## config.mk

```make
export PLATFORM = sky130hd
export DESIGN_NAME = key_event_fsm
export DESIGN_NICKNAME = d
export VERILOG_FILES = /design/src/rtl/key_evt_pkg.sv /design/src/rtl/ms_tick_gen.sv /design/src/rtl/key_event_fsm.sv
export SDC_FILE = /design/constraint.sdc
export NUM_CORES = 1
export LEC_CHECK = 0
export ABC_CLOCK_PERIOD_IN_PS = 1850
export BUFFER_PORTS_ARGS = -buffer_cell sky130_fd_sc_hd__buf_2
export CAP_MARGIN = 20
export CORE_UTILIZATION = 54
export DETAILED_ROUTE_END_ITERATION = 6
export GPL_ROUTABILITY_DRIVEN = 0
export PLACE_DENSITY = 0.85
export REMOVE_ABC_BUFFERS = 1
export SLEW_MARGIN = 30
export SYNTH_ARGS = -nofsm -noshare
export SYNTH_HDL_FRONTEND = slang
export SYNTH_SLANG_ARGS = --single-unit
```

## constraint.sdc

```tcl
create_clock -name clk -period 1.85 [get_ports clk]
set_clock_uncertainty 0.05 [all_clocks]
set_input_delay 0.185 -clock clk [delete_from_list [all_inputs] [get_ports clk]]
set_output_delay 0.185 -clock clk [all_outputs]
set_load 0.01 [all_outputs]
```

## src/rtl/key_evt_pkg.sv

```systemverilog
// Shared types and event codes for the key gesture classifier and its consumers.
package key_evt_pkg;

  typedef enum logic [2:0] {
    IDLE     = 3'd0,
    PRESS1   = 3'd1,
    GAP      = 3'd2,
    WAIT_REL = 3'd3,
    HOLD     = 3'd4
  } state_t;

  localparam logic [1:0] EVT_CLICK  = 2'd0;
  localparam logic [1:0] EVT_DOUBLE = 2'd1;
  localparam logic [1:0] EVT_LONG   = 2'd2;
  localparam logic [1:0] EVT_REPEAT = 2'd3;

  function automatic int unsigned max3(input int unsigned a, input int unsigned b,
                                       input int unsigned c);
    int unsigned m;
    m = (a > b) ? a : b;
    return (m > c) ? m : c;
  endfunction

endpackage

```

## src/rtl/ms_tick_gen.sv

```systemverilog
// Free-running prescaler producing a one-cycle tick every millisecond.
module ms_tick_gen #(
  parameter int unsigned CLK_FREQ = 65_000_000
) (
  input  logic clk,
  input  logic rst_n,
  output logic tick
);

  localparam int unsigned DIV = CLK_FREQ / 1000;
  localparam int unsigned CW  = (DIV > 1) ? $clog2(DIV) : 1;
  localparam logic [CW-1:0] LAST = CW'(DIV - 1);

  logic [CW-1:0] r_cnt;

  always_ff @(posedge clk or negedge rst_n) begin
    if (!rst_n) begin
      r_cnt <= '0;
    end else if (r_cnt == LAST) begin
      r_cnt <= '0;
    end else begin
      r_cnt <= r_cnt + 1'b1;
    end
  end

  assign tick = (r_cnt == LAST);

endmodule

```

## src/rtl/key_event_fsm.sv

```systemverilog
// Classifies debounced key gestures into click / double / long / repeat events
// and hands them out one at a time through a valid/ready holding register.
module key_event_fsm
  import key_evt_pkg::*;
#(
  parameter int unsigned CLK_FREQ  = 65_000_000,
  parameter int unsigned LONG_MS   = 1000,
  parameter int unsigned DCLICK_MS = 300,
  parameter int unsigned REPEAT_MS = 200
) (
  input  logic       clk,
  input  logic       rst_n,
  input  logic       key_lvl,
  output logic       evt_valid,
  output logic [1:0] evt_code,
  input  logic       evt_ready,
  output logic       evt_ovf,
  input  logic       ovf_clr,
  output logic       busy
);

  localparam int unsigned MAX_MS = max3(LONG_MS, DCLICK_MS, REPEAT_MS);
  localparam int unsigned MSW    = $clog2(MAX_MS + 1);
  localparam logic [MSW-1:0] LONG_C   = MSW'(LONG_MS);
  localparam logic [MSW-1:0] DCLICK_C = MSW'(DCLICK_MS);
  localparam logic [MSW-1:0] REPEAT_C = MSW'(REPEAT_MS);

  state_t         r_state;
  state_t         w_stateNext;
  logic [MSW-1:0] r_ms;
  logic           w_tick;
  logic           w_emit;
  logic [1:0]     w_emitCode;
  logic           w_clrMs;
  logic           w_accept;
  logic           r_valid;
  logic [1:0]     r_code;
  logic           r_ovf;
  logic           r_busy;

  ms_tick_gen #(
    .CLK_FREQ(CLK_FREQ)
  ) u_tick (
    .clk  (clk),
    .rst_n(rst_n),
    .tick (w_tick)
  );

  // Key level changes are tested before timeouts so an edge always wins a tie.
  always_comb begin
    w_stateNext = r_state;
    w_emit      = 1'b0;
    w_emitCode  = EVT_CLICK;
    w_clrMs     = 1'b0;
    case (r_state)
      IDLE: begin
        if (key_lvl) w_stateNext = PRESS1;
      end
      PRESS1: begin
        if (!key_lvl) begin
          w_stateNext = GAP;
        end else if (r_ms == LONG_C) begin
          w_emit      = 1'b1;
          w_emitCode  = EVT_LONG;
          w_stateNext = HOLD;
        end
      end
      GAP: begin
        if (key_lvl) begin
          w_emit      = 1'b1;
          w_emitCode  = EVT_DOUBLE;
          w_stateNext = WAIT_REL;
        end else if (r_ms == DCLICK_C) begin
          w_emit      = 1'b1;
          w_emitCode  = EVT_CLICK;
          w_stateNext = IDLE;
        end
      end
      WAIT_REL: begin
        if (!key_lvl) w_stateNext = IDLE;
      end
      HOLD: begin
        if (!key_lvl) begin
          w_stateNext = IDLE;
        end else if (r_ms == REPEAT_C) begin
          w_emit     = 1'b1;
          w_emitCode = EVT_REPEAT;
          w_clrMs    = 1'b1;
        end
      end
      default: w_stateNext = IDLE;
    endcase
  end

  always_ff @(posedge clk or negedge rst_n) begin
    if (!rst_n) begin
      r_state <= IDLE;
      r_busy  <= 1'b0;
    end else begin
      r_state <= w_stateNext;
      r_busy  <= (w_stateNext != IDLE);
    end
  end

  // Interval counter restarts on every state change so each state times itself.
  always_ff @(posedge clk or negedge rst_n) begin
    if (!rst_n) begin
      r_ms <= '0;
    end else if ((w_stateNext != r_state) || w_clrMs) begin
      r_ms <= '0;
    end else if (w_tick && (r_ms != '1)) begin
      r_ms <= r_ms + 1'b1;
    end
  end

  assign w_accept = r_valid & evt_ready;

  // An event arriving while the holder is full and not being drained is lost.
  always_ff @(posedge clk or negedge rst_n) begin
    if (!rst_n) begin
      r_valid <= 1'b0;
      r_code  <= EVT_CLICK;
      r_ovf   <= 1'b0;
    end else begin
      if (w_emit && (!r_valid || w_accept)) begin
        r_valid <= 1'b1;
        r_code  <= w_emitCode;
      end else if (w_accept) begin
        r_valid <= 1'b0;
      end
      if (w_emit && r_valid && !evt_ready) begin
        r_ovf <= 1'b1;
      end else if (ovf_clr) begin
        r_ovf <= 1'b0;
      end
    end
  end

  assign evt_valid = r_valid;
  assign evt_code  = r_code;
  assign evt_ovf   = r_ovf;
  assign busy      = r_busy;

endmodule
```

**Yosys cells after proc, flatten, opt, wreduce, memory -nomap -nowiden**

Index checks and enable logic that the tools add are counted.

- Flip-flop bits (word level): 34
- Logic and storage cells: 62
- Input port bits: 5

- $add $sub $neg: 2
- Reduce and logical (&&, ||, !) cells: 14
- Mux-type cells: 28
- Bitwise gates (word level): 1
- Equal/unequal tests: 10

Operators with widths:

| cell | number |
|---|---|
| two-way mux 10 bit | 2 |
| two-way mux 3 bit | 6 |
| adder 16 x 1 -> 16 bit, second input constant | 1 |
| equality test 16 bit, second input constant | 1 |
| two-way mux 16 bit | 1 |
| two-way mux 1 bit | 12 |
| one-hot mux 3 bit (4 select lines) | 1 |
| adder 10 x 1 -> 10 bit, second input constant | 1 |
| equality test 10 bit, second input constant | 1 |
| equality test 10 x 8 -> 1 bit, second input constant | 1 |
| equality test 10 x 9 -> 1 bit, second input constant | 1 |
| != test 10 bit, second input constant | 1 |
| two-way mux 2 bit | 4 |
| equality test 3 x 2 -> 1 bit, second input constant | 2 |
| one-hot mux 2 bit (3 select lines) | 1 |
| nonzero test 2 bit | 3 |
| logical AND 1 bit | 4 |
| equality test 3 x 1 -> 1 bit, second input constant | 1 |
| equality test 3 bit, second input constant | 1 |
| logical NOT 3 bit | 1 |
| != test 3 bit | 1 |
| one-hot mux 1 bit (3 select lines) | 1 |
| nonzero test 3 bit | 1 |
| logical NOT 1 bit | 2 |
| 3 further kinds | 4 |

**Logic depth before layout (Yosys ltp)**

Gate-level depths: netlist of run 1.

- Depth in word-level cells: 7
- Mapped depth: 7
- Mapped depth without buffers: 7

**Hierarchy**

A second synthesis of run 1 with hierarchy kept.

- Cells, all modules: 192
- Area total of the unflattened synthesis: 1,850.5 um^2

Modules (own cells, without submodules):

| module | area each (um^2) | cells each | times used |
|---|---|---|---|
| key_event_fsm | 1,042.2 | 113 | 1 |
| ms_tick_gen | 808.3 | 79 | 1 |

**Least setup slack after synthesis of run 1**

No wires, ideal clock.

- Path type: register to register
- Start point: register u_tick.r_cnt[3]
- End point: register r_ms[9]
- Path slack: -0.107 ns
- Buffers on the path: 1
- Cell stages (with the launch flop): 7
- Setup time: 0.130 ns
- Arrival: 1.777 ns
- Data required time: 1.670 ns
- Cells stage by stage: dfrtp_1 > nand4bb_1 > or4_4 > buf_6 > nor4_1 > xnor2_1 > nor2_2

- Word-level cells in the longest chain between the ends: 3

RTL lines:

| what | RTL line | RTL |
|---|---|---|
| from (decl) | ms_tick_gen.sv:14 | `logic [CW-1:0] r_cnt;` |
| from (signal assigned) | ms_tick_gen.sv:22 | `r_cnt <= r_cnt + 1'b1;` |
| equality test 16 bit | ms_tick_gen.sv:26 | `assign tick = (r_cnt == LAST);` |
| logical AND 1 bit | key_event_fsm.sv:111 | `end else if (w_tick && (r_ms != '1)) begin` |
| nonzero test 2 bit (no line) | -- |  |
| to (signal assigned) | key_event_fsm.sv:112 | `r_ms <= r_ms + 1'b1;` |
| to (decl) | key_event_fsm.sv:30 | `logic [MSW-1:0] r_ms;` |

No other way between the ends.
A chain may end at the register's enable or synchronous reset.

**Worst setup path after layout of run 1**

Ends and elaborated chain as after synthesis.

==> results by group, run 1 <==
Global route
  • Total routing resource utilization after global routing: 23.8%
  • Largest net degree at the start of global routing: 35
  • Via count of the first global-routing pass: 1459
  • Antenna violations before repair: 0
  • First-pass GRT wire length: roughly 6000 um
  • Overflow left after global routing: 0

Synthesis
  • Synth Area in XOR/XNOR: 10.2%
  • Most common library cells after synthesis: 34 x dfrtp_1, 27 x nor2_1, 14 x nand2_1, 14 x nand3_1, 14 x xnor2_1
  • Fraction of the mapped netlist area in compound gates: under 10%
  • Most numerous cell in the Yosys netlist: dfrtp_1
  • Synthesized flop and latch total: 34
  • Main combinational cell family by area after synthesis: simple AND/OR/NAND/NOR gates
  • Sequential share of the synthesized area: between 40% and 50%
  • Synthesized cell area: 1800 sq um
  • Prevailing post-synth register cell: dfrtp_1
  • EDFF count, synth: 0
  • Yosys synthesis warning count: 0
  • Synth async-reset ratio: 100%
  • Post-synthesis adder-cell area fraction: 2.09%
  • Top post-synthesis cells by area: dfrtp_1 47%, xnor2_1 6.8%, nor2_1 5.6%, nand3_1 3.9%, xor2_1 3.4%
  • Cell variety after synth: 39
  • Mean area per synthesized cell: roughly 9.5 sq um
  • Area share of the largest cell type after synthesis: 47.3%
  • Simple-gate share of the synthesized area: 30.1%
  • Cell type contributing the most total cell area after synthesis: dfrtp_1
  • Fraction of synthesized area in multiplexers: less than 1%
  • Synthesized instance count: 189

Drt
  • DRC violations left: 0
  • Vias per std cell: between 5 and 6
  • Detailed-routing iteration count for the pre-antenna-repair pass: 5
  • Antenna viol nets, final: 0
  • Routed wirelength normalized by instance count: ~16 um
  • Total number of vias: 1655
  • DRT Wirelength: between 4000 and 5000 um
  • Violation count after the first detailed-route iteration: about 170

Worst setup path
  • Worst r2r dst: r_ms[9]$_DFFE_PN0P_
  • Critical Path End: r_ms[9]$_DFFE_PN0P_
  • Path depth of the worst reg2reg path: 5
  • Origin of the worst setup path: u_tick.r_cnt[3]$_DFF_PN0_
  • Crit path kind: reg2reg
  • Startpoint type of the worst setup path: flip-flop
  • Critical path required time: 2030 ps
  • Critical R2R Launch: u_tick.r_cnt[3]$_DFF_PN0_
  • Top fanout value on the critical path: 10
  • Type of destination of the critical path: flip-flop
  • Register-to-register path setup slack: -70 ps
  • Data arrival, critical path: between 2000 and 2500 ps

STA
  • Final Max Slew Viols: 0
  • Final worst setup slack: -67.1 ps
  • Unrepaired setup endpoints after global routing: yes
  • Pin slew with the least headroom to its limit: roughly 770 ps
  • Tmin final: ~1900 ps
  • Achievable Freq: 522 MHz
  • Max transition margin: about half
  • Tcrit/Tclk final: 104%
  • Final setup violating endpoints: 11
  • Final number of hold-violating endpoints: 0

Floorplanning
  • Core footprint: just over 3000 sq um
  • Horiz. Die Dim: 59.7 um
  • Initial core utilization: approximately 58%
  • Die height: between 50 and 60 um
  • Number of ports placed on the die boundary: 10
  • Row count: 20
  • Die Outline Area: roughly 3600 sq um

Layout
  • Inserted Diodes: 0
  • Growth of design area from synthesis to finish: 31.2%
  • Layout cell share with drive strength beyond 1: between 30% and 40%
  • Count of nets after finishing: 251
  • Count of non-filler cells in the finished layout: between 200 and 300

Clock tree
  • Post-CTS clock slew at the launch and capture registers of the worst setup and hold paths: about 110 ps
  • Worst-skew pair later-pin latency: between 300 and 400 ps
  • Number of buffers inserted during clock tree synthesis: 5
  • Sink Count: 34
  • Deepest clock path buffer count: 2
  • Deepest level of the CTS H-tree: 2
  • Clock root buffer master: clkbuf_4
  • TritonCTS clock tree: built

Placed design
  • Count of placed standard cells including taps: 267
  • Worst slack at placement: -198 ps
  • HPWL after detailed placement: roughly 2800 um
  • Port bufs: 9

Power
  • Leakage dissipation: 1.02 nW
  • Post-route total power: 1.30 mW
  • Max IR drop VDD: between 400 and 500 uV
  • Power per Cell Area: 553 nW/um^2

Flow run
  • Max-cap violation count: 0

Status
  • Failing checks: setup timing
  • Result of the run: finished with violations

Min path
  • HP Class: in2reg
critical path, stage by stage (launching register included):
cell and delay [ps]:
dfrtp_1 390, nand4bb_1 210, or4_4 640, nor4_2 330, xnor2_1 170, nor2_2 40
registers in the layout (all words and copies together), names as in the netlist:
| name | count |
|---|---|
| u_tick.r_cnt | 16 |
| r_ms | 10 |
| r_state | 3 |
| evt_code | 2 |
| busy | 1 |
| evt_ovf | 1 |
| evt_valid | 1 |
power breakdown:
group / internal (mW) / switching (mW) / leakage (nW) / total [mW]
logic: 0.0623 / 0.0874 / 0.541 / 0.150
clock network: 0.137 / 0.243 / 0.0308 / 0.379
registers: 0.763 / 0.0129 / 0.450 / 0.776
area by class of cell:
| cell class | count | area, sq um |
|---|---|---|
| Clock buffer | 5 | 37.5 |
| Fill cell | 215 | 743 |
| Multi-Input combinational cell | 143 | 1010 |
| Clock inverter | 2 | 10.0 |
| Timing Repair Buffer | 52 | 373 |
| Tap cell | 44 | 55.1 |
| Sequential cell | 34 | 851 |
| Inverter | 7 | 26.3 |
worst min path at each step:
| stage | from | slack, ps | cells past startpoint | endpoint |
|---|---|---|---|---|
| 2_1_floorplan | rst_n | -160 | 0 | busy$_DFF_PN0_ |
| 3_3_place_gp | rst_n | 240 | 1 | busy$_DFF_PN0_ |
| 3_5_place_dp | rst_n | 240 | 1 | r_state[0]$_DFF_PN0_ |
| 4_1_cts | key_lvl | 70 | 3 | busy$_DFF_PN0_ |
| 5_1_grt | key_lvl | 120 | 3 | busy$_DFF_PN0_ |
| 6_report | key_lvl | 140 | 3 | busy$_DFF_PN0_ |
cell families (layout without fill, tap and decap cells):
| logic type | after synthesis | after routing |
|---|---|---|
| simple gates | 99 | 99 |
| flops | 34 | 34 |
| xor+xnor | 21 | 21 |
| compound gates | 19 | 19 |
| buf+inv | 12 | 66 |
| fa+ha+maj | 3 | 3 |
| mux | 1 | 1 |
metrics by stage:
stage | instance area (sq um) | hold WS (ps) | setup TNS [ps] | util (%)
2_1_floorplan | 1770 | -161 | -1960 | -
4_1_cts | 2230 | 74.5 | -146 | 71.9
5_1_grt | 2360 | 117 | -1380 | 76.0
6_report | 2360 | 143 | -389 | 76.0
3_3_place_gp | 2100 | 236 | -708 | 67.6
3_5_place_dp | 2100 | 241 | -1700 | 67.6
cells in the final DEF (no fill, tap or decap), types with 2 or more instances in the layout:
| master | n |
|---|---|
| clkinv_2 | 2 |
| nor3b_1 | 2 |
| o22ai_1 | 2 |
| inv_1 | 7 |
| nand4_1 | 4 |
| nand2_1 | 13 |
| nand4b_1 | 2 |
| a21oi_1 | 4 |
| or4_4 | 3 |
| nand2b_1 | 4 |
| o21ai_0 | 5 |
| nor4_2 | 6 |
| nand4bb_1 | 2 |
| xnor2_1 | 14 |
| clkbuf_4 | 5 |
| buf_4 | 41 |
| nor2_1 | 26 |
| ha_1 | 2 |
| buf_2 | 9 |
| nor3_1 | 6 |
| dfrtp_1 | 34 |
| xor2_1 | 7 |
| nand3_1 | 14 |
| dlygate4sd3_1 | 2 |
| nor2_2 | 2 |
layer usage:
| layer | track usage (%) | share of wire (%) |
|---|---|---|
| met5 | 0 | 0 |
| met4 | 8.64 | 1.1 |
| met3 | 5.84 | 5.3 |
| met2 | 40.8 | 52 |
| met1 | 29.0 | 41 |
timing repair:
item | CTS | global route
setup buffers | 3 | 8
hold endpoints to repair | 35 | 0
hold buffers | 2 | 0
setup endpoints to repair | 11 | 24
pin swaps | 2 | 4
resized for setup | 8 | 14
(Power assumes the default switching activity.)
==> run 2, diff against run 1 <==
ABC_CLOCK_PERIOD_IN_PS = 2150   (was 1850)
CORE_UTILIZATION = 60   (was 54)
PLACE_DENSITY = 0.89   (was 0.85)
clock period = 2.15 ns   (was 1.85 ns; I/O delays follow)
==> run 2 against run 1 <==
Worst hold slack lost 130 ps. Sequential cell count is the same. Die area shrank 9.7%. Global-route usage grew 0.84 points. Design area shrank 15%. Sequential power shrank 14%. Fmax shrank 5.3%. Routed wire length shrank 24%. Final cell count shrank 16%. Critical path depth is the same. Sequential share of layout area grew 6.4 points. The run ends with DRC left. Largest power group unchanged.
==> results by group, run 2 (synthesis results as in run 1) <==
Status
  • Result of the run: finished with violations
  • Failing checks: DRC

Min path
  • HP Class: in2reg

Drt
  • DRC violations left: 2
  • DRT Wirelength: about 3500 um
  • Routed wirelength normalized by instance count: 14.5 um
  • Detailed-routing iteration count for the pre-antenna-repair pass: 6
  • Total number of vias: 1454
  • Violation count after the first detailed-route iteration: 54
  • Vias per std cell: between 6 and 7
  • Antenna viol nets, final: 0

Clock tree
  • Clock root buffer master: clkbuf_4
  • Post-CTS clock slew at the launch and capture registers of the worst setup and hold paths: about 100 ps
  • Number of buffers inserted during clock tree synthesis: 5
  • TritonCTS clock tree: built
  • Deepest level of the CTS H-tree: 2
  • Sink Count: 34
  • Deepest clock path buffer count: 2
  • Worst-skew pair later-pin latency: 340 ps

STA
  • Final setup violating endpoints: 0
  • Tmin final: slightly above 2000 ps
  • Achievable Freq: just under 500 MHz
  • Max transition margin: 51.2%
  • Final worst setup slack: approximately 130 ps
  • Final number of hold-violating endpoints: 0
  • Tcrit/Tclk final: 94.1%
  • Final Max Slew Viols: 0
  • Setup TNS: 0 ps
  • Unrepaired setup endpoints after global routing: no
  • Pin slew with the least headroom to its limit: ~730 ps

Worst setup path
  • Critical path required time: around 2300 ps
  • Chain of cells forming the critical path: nand4bb_1, or4_4, nor4_1, xnor2_1, nor2_1
  • Type of destination of the critical path: flip-flop
  • Crit-path max cell delay: roughly 610 ps
  • Data arrival, critical path: approximately 2200 ps
  • Startpoint type of the worst setup path: flip-flop
  • Top fanout value on the critical path: 11
  • Crit path kind: reg2reg
  • Highest-delay cell along the critical path: or4_4

Floorplanning
  • Die Outline Area: ~3200 sq um
  • Horiz. Die Dim: about 57 um
  • Row count: 19
  • Core footprint: roughly 2800 sq um
  • Number of ports placed on the die boundary: 10
  • Die height: ~57 um
  • Initial core utilization: 64.1%

Layout
  • Layout cell share with drive strength beyond 1: roughly 16%
  • Growth of design area from synthesis to finish: 11.4%
  • Most frequent cells in the layout: 34 x dfrtp_1, 27 x nor2_1, 14 x nand2_1, 14 x nand3_1, 14 x xnor2_1
  • Top reg by flops: u_tick.r_cnt
  • Count of non-filler cells in the finished layout: 241
  • Inserted Diodes: 0
  • Top flop regs: u_tick.r_cnt x16, r_ms x10, r_state x3
  • Flip-flop count of the largest register after layout: 16
  • Most common library cell in the layout ignoring fill and taps: dfrtp_1
  • Count of nets after finishing: approximately 220

Global route
  • Overflow left after global routing: 0
  • Via count of the first global-routing pass: ~1400
  • Top Usage Layer GRT: met2
  • Met3 routing resource usage after global routing: approximately 7.6%
  • First-pass GRT wire length: between 5000 and 6000 um
  • Total routing resource utilization after global routing: 24.7%
  • Global-route met1 utilization: approximately 30%
  • Largest net degree at the start of global routing: 35
  • Met2 usage in global routing: about two fifths
  • Antenna violations before repair: 0

Placed design
  • Port bufs: 9
  • Count of placed standard cells including taps: between 200 and 250
  • Worst slack at placement: roughly 11 ps
  • HPWL after detailed placement: roughly 2500 um

Power
  • Power per Cell Area: 560 nW/um^2
  • Max IR drop VDD: roughly 370 uV
  • Leakage dissipation: 0.824 nW

Flow run
  • Max-cap violation count: 0
run 2: cell count changes in the layout (fill, tap and decap cells not counted), sizes merged:
cell         previous run  this run
buf                    50        17
clkbuf                  5         7
clkinv                  2         1
dlygate4sd3             2         1
run 2: worst max-delay path: cells and delay by family (launching register included):
family / cells / cell delay (ps)
xor+xnor: 1 / 170
simple gates: 4 / 1270
flops: 1 / 450
run 2: per-layer routing:
metal,part of all wire [%],wire length (um)
met1,43,1500
met2,51,1780
met3,5.1,177
met4,1.0,36
met5,0,0
run 2: repair_timing:
item / CTS / global route
setup endpoints to repair: 0 / 11
resized for setup: 0 / 3
endpoints found under the hold margin: 34 / 0
hold buffers: 1 / 0
buffers inserted: 0 / 1
run 2: through the flow:
step                cell area [sq um]  power (mW)  hold slack (ps)  utilization (%)
floorplan                        1770       0.728             -131                -
global placement                 1910       0.766              262             68.0
detailed placement               1910       0.769              260             68.0
CTS                              1980        1.13             1.57             70.5
global route                     2000        1.17             5.74             71.4
finish                           2000        1.12             9.62             71.4
run 2: where the power goes:
group | switching [mW] | internal [mW]
logic | 0.0565 | 0.0360
clock network | 0.203 | 0.158
registers | 0.0113 | 0.656
total | 0.270 | 0.851
run 2: final timing paths:
path / slack, ps / to / start / depth (start not counted)
worst max-delay path: 130 / r_ms[5]$_DFFE_PN0P_ / u_tick.r_cnt[3]$_DFF_PN0_ / 5
worst min-delay path: 10 / evt_ovf$_DFFE_PN0P_ / ovf_clr / 2
worst max register to register: 130 / r_ms[5]$_DFFE_PN0P_ / u_tick.r_cnt[3]$_DFF_PN0_ / 5
worst min register to register: 430 / u_tick.r_cnt[0]$_DFF_PN0_ / u_tick.r_cnt[0]$_DFF_PN0_ / 1
max in group asynchronous: 1160 / u_tick.r_cnt[3]$_DFF_PN0_ / rst_n / 2
min in group asynchronous: 420 / busy$_DFF_PN0_ / rst_n / 2
run 2: cell type report:
| class | count | area, sq um |
|---|---|---|
| fill | 190 | 802 |
| inverter | 7 | 26.3 |
| clock buffer | 7 | 55.1 |
| timing repair buffer | 18 | 115 |
| clock inverter | 1 | 5.00 |
| sequential | 34 | 851 |
| multi-input combinational | 143 | 912 |
| tap | 31 | 38.8 |
==> run 3, diff against run 2 <==
ABC_CLOCK_PERIOD_IN_PS = 2000   (was 2150)
clock period = 2 ns   (was 2.15 ns; I/O delays follow)
==> run 3 against run 2 <==
The run still ends with DRC left. Fmax increased by 2.2%. Non-clock buffer count grew 10. Sequential share of layout area decreased by 2.9 points. Total power is 10% higher. Combinational power up 24%. First-iteration DRC count is 59% higher. Worst hold slack better by 95 ps. Global-route usage up 1.9 points. Sequential power up 7.8%. Final cell count rose by 4.1%. Core utilization rose by 5.6 points. Clock power is 11% higher. Critical endpoint is now r_ms[7]$_DFFE_PN0P_. Highest routed layer unchanged.
==> results by group, run 3 (synthesis results as in run 1) <==
Layout
  • Top reg by flops: u_tick.r_cnt
  • Growth of design area from synthesis to finish: 20.1%
  • Most common library cell in the layout ignoring fill and taps: dfrtp_1
  • Top flop regs: u_tick.r_cnt x16, r_ms x10, r_state x3
  • Count of non-filler cells in the finished layout: 251
  • Flip-flop count of the largest register after layout: 16
  • Count of nets after finishing: between 200 and 250
  • Final core occ: between 70 and 80%
  • Most frequent cells in the layout: 31 x dfrtp_1, 27 x nor2_1, 17 x buf_4
  • Count of fill cells added during filler insertion: approximately 180
  • Inserted Diodes: 0
  • Layout cell share with drive strength beyond 1: between 20% and 30%

Drt
  • Total number of vias: between 1500 and 2000
  • Vias per std cell: roughly 6
  • DRT Wirelength: roughly 4000 um
  • Routed wirelength normalized by instance count: around 16 um
  • DRC violations left: 2
  • Detailed-routing iteration count for the pre-antenna-repair pass: 6
  • Violation count after the first detailed-route iteration: 86
  • Antenna viol nets, final: 0

STA
  • Unrepaired setup endpoints after global routing: yes
  • Final Max Slew Viols: 0
  • Tmin final: 1980 ps
  • Final number of hold-violating endpoints: 0
  • Max transition margin: between 50% and 60%
  • Pin slew with the least headroom to its limit: 732 ps
  • Final setup violating endpoints: 0
  • Tcrit/Tclk final: ~99%
  • Worst-case hold slack: roughly 100 ps
  • Achievable Freq: 505 MHz
  • Setup TNS: 0 ps

Floorplanning
  • Horiz. Die Dim: roughly 57 um
  • Die height: 56.7 um
  • Initial core utilization: 64.1%
  • Row count: 19
  • Die Outline Area: ~3200 sq um
  • Core footprint: 2810 sq um
  • Number of ports placed on the die boundary: 10

Power
  • Leakage dissipation: slightly below 0.9 nW
  • Power per Cell Area: 572 nW/um^2
  • Max IR drop VDD: slightly below 700 uV

Worst setup path
  • Data arrival, critical path: around 2200 ps
  • Crit path kind: reg2reg
  • Startpoint type of the worst setup path: flip-flop
  • Critical R2R Launch: u_tick.r_cnt[4]$_DFF_PN0_
  • Highest-delay cell along the critical path: or4_4
  • Origin of the worst setup path: u_tick.r_cnt[4]$_DFF_PN0_
  • Type of destination of the critical path: flip-flop
  • Chain of cells forming the critical path: nand4bb_1, or4_4, nor4_2, xnor2_1, nor2_1
  • Crit-path max cell delay: about 650 ps
  • Critical path required time: approximately 2200 ps
  • Top fanout value on the critical path: 11

Global route
  • Total routing resource utilization after global routing: a little over a quarter
  • First-pass GRT wire length: 6390 um
  • Overflow left after global routing: 0
  • Largest net degree at the start of global routing: 35
  • Antenna violations before repair: 0
  • Via count of the first global-routing pass: ~1500

Clock tree
  • Worst-skew pair later-pin latency: 350 ps
  • Clock root buffer master: clkbuf_4
  • Deepest level of the CTS H-tree: 2
  • Number of buffers inserted during clock tree synthesis: 5
  • Deepest clock path buffer count: 2
  • TritonCTS clock tree: built
  • Post-CTS clock slew at the launch and capture registers of the worst setup and hold paths: about 100 ps
  • Sink Count: 34

Placed design
  • HPWL after detailed placement: between 2000 and 3000 um
  • Count of placed standard cells including taps: approximately 240
  • Port bufs: 9

Min path
  • Worst min-delay path startpoint: key_lvl
  • HP Class: in2reg

Flow run
  • Max-cap violation count: 0

Status
  • Result of the run: finished with violations
  • Failing checks: DRC
run 3: changes by cell type in the layout (fill, tap and decap cells not counted), sizes merged:
cell         change
dlygate4sd3      +1
buf              +9
run 3: worst max-delay path, delay by kind of cell, from the launching register on:
| kind | cells | cell delay, ps |
|---|---|---|
| flops | 1 | 390 |
| xor+xnor | 1 | 160 |
| simple gates | 4 | 1270 |
run 3: through the flow:
| step | area (sq um) | power (mW) | setup WS (ps) |
|---|---|---|---|
| after CTS | 2060 | 1.23 | 11.2 |
| final | 2160 | 1.23 | 18.6 |
| after detailed placement | 1970 | 0.828 | -157 |
| after floorplan | 1770 | 0.782 | -118 |
| after global placement | 1970 | 0.821 | 37.2 |
| after global routing | 2160 | 1.29 | -101 |
run 3: path summary, 6_finish.rpt:
| kind | end | slack (ps) | depth (start not counted) |
|---|---|---|---|
| min in group asynchronous | u_tick.r_cnt[1]$_DFF_PN0_ | 390 | 2 |
| worst max-delay path | r_ms[7]$_DFFE_PN0P_ | 20 | 5 |
| worst min register to register | u_tick.r_cnt[0]$_DFF_PN0_ | 450 | 1 |
| max in group asynchronous | r_ms[9]$_DFFE_PN0P_ | 1000 | 2 |
| worst max register to register | r_ms[7]$_DFFE_PN0P_ | 20 | 5 |
| worst min-delay path | busy$_DFF_PN0_ | 100 | 3 |
run 3: area by class of cell:
type                       count  area, sq um  area share [%]
inverter                       7         26.3            1.22
clock inverter                 1         5.00           0.232
sequential                    34          855            39.6
timing repair buffer          28          193            8.92
clock buffer                   7         55.1            2.55
multi-input combinational    143          987            45.7
tap                           31         38.8            1.80
run 3: report_power, final:
group	switching (mW)	internal, mW	leakage [nW]
Sequential	0.0137	0.706	0.445
Clock	0.230	0.170	0.0353
Combinational	0.0669	0.0479	0.415
Total	0.310	0.924	0.895
run 3: repair_timing:
item | in CTS | in global routing
gates resized for setup | 2 | 17
hold endpoints to repair | 35 | 0
hold buffers | 2 | 0
buffers inserted | 0 | 2
cloned | 0 | 0
setup endpoints to repair | 9 | 11
pin swaps | 0 | 2
run 3: layer usage:
layer | wire length, um | global-route usage (%) | up-vias | part of all wire (%)
li1 | - | - | 725 | -
met1 | 1650 | 29.5 | 750 | 41
met2 | 2120 | 46.1 | 41 | 53
met3 | 164 | 8.06 | 13 | 4.1
met4 | 97 | 13.2 | 0 | 2.4
met5 | 0 | 0 | - | 0
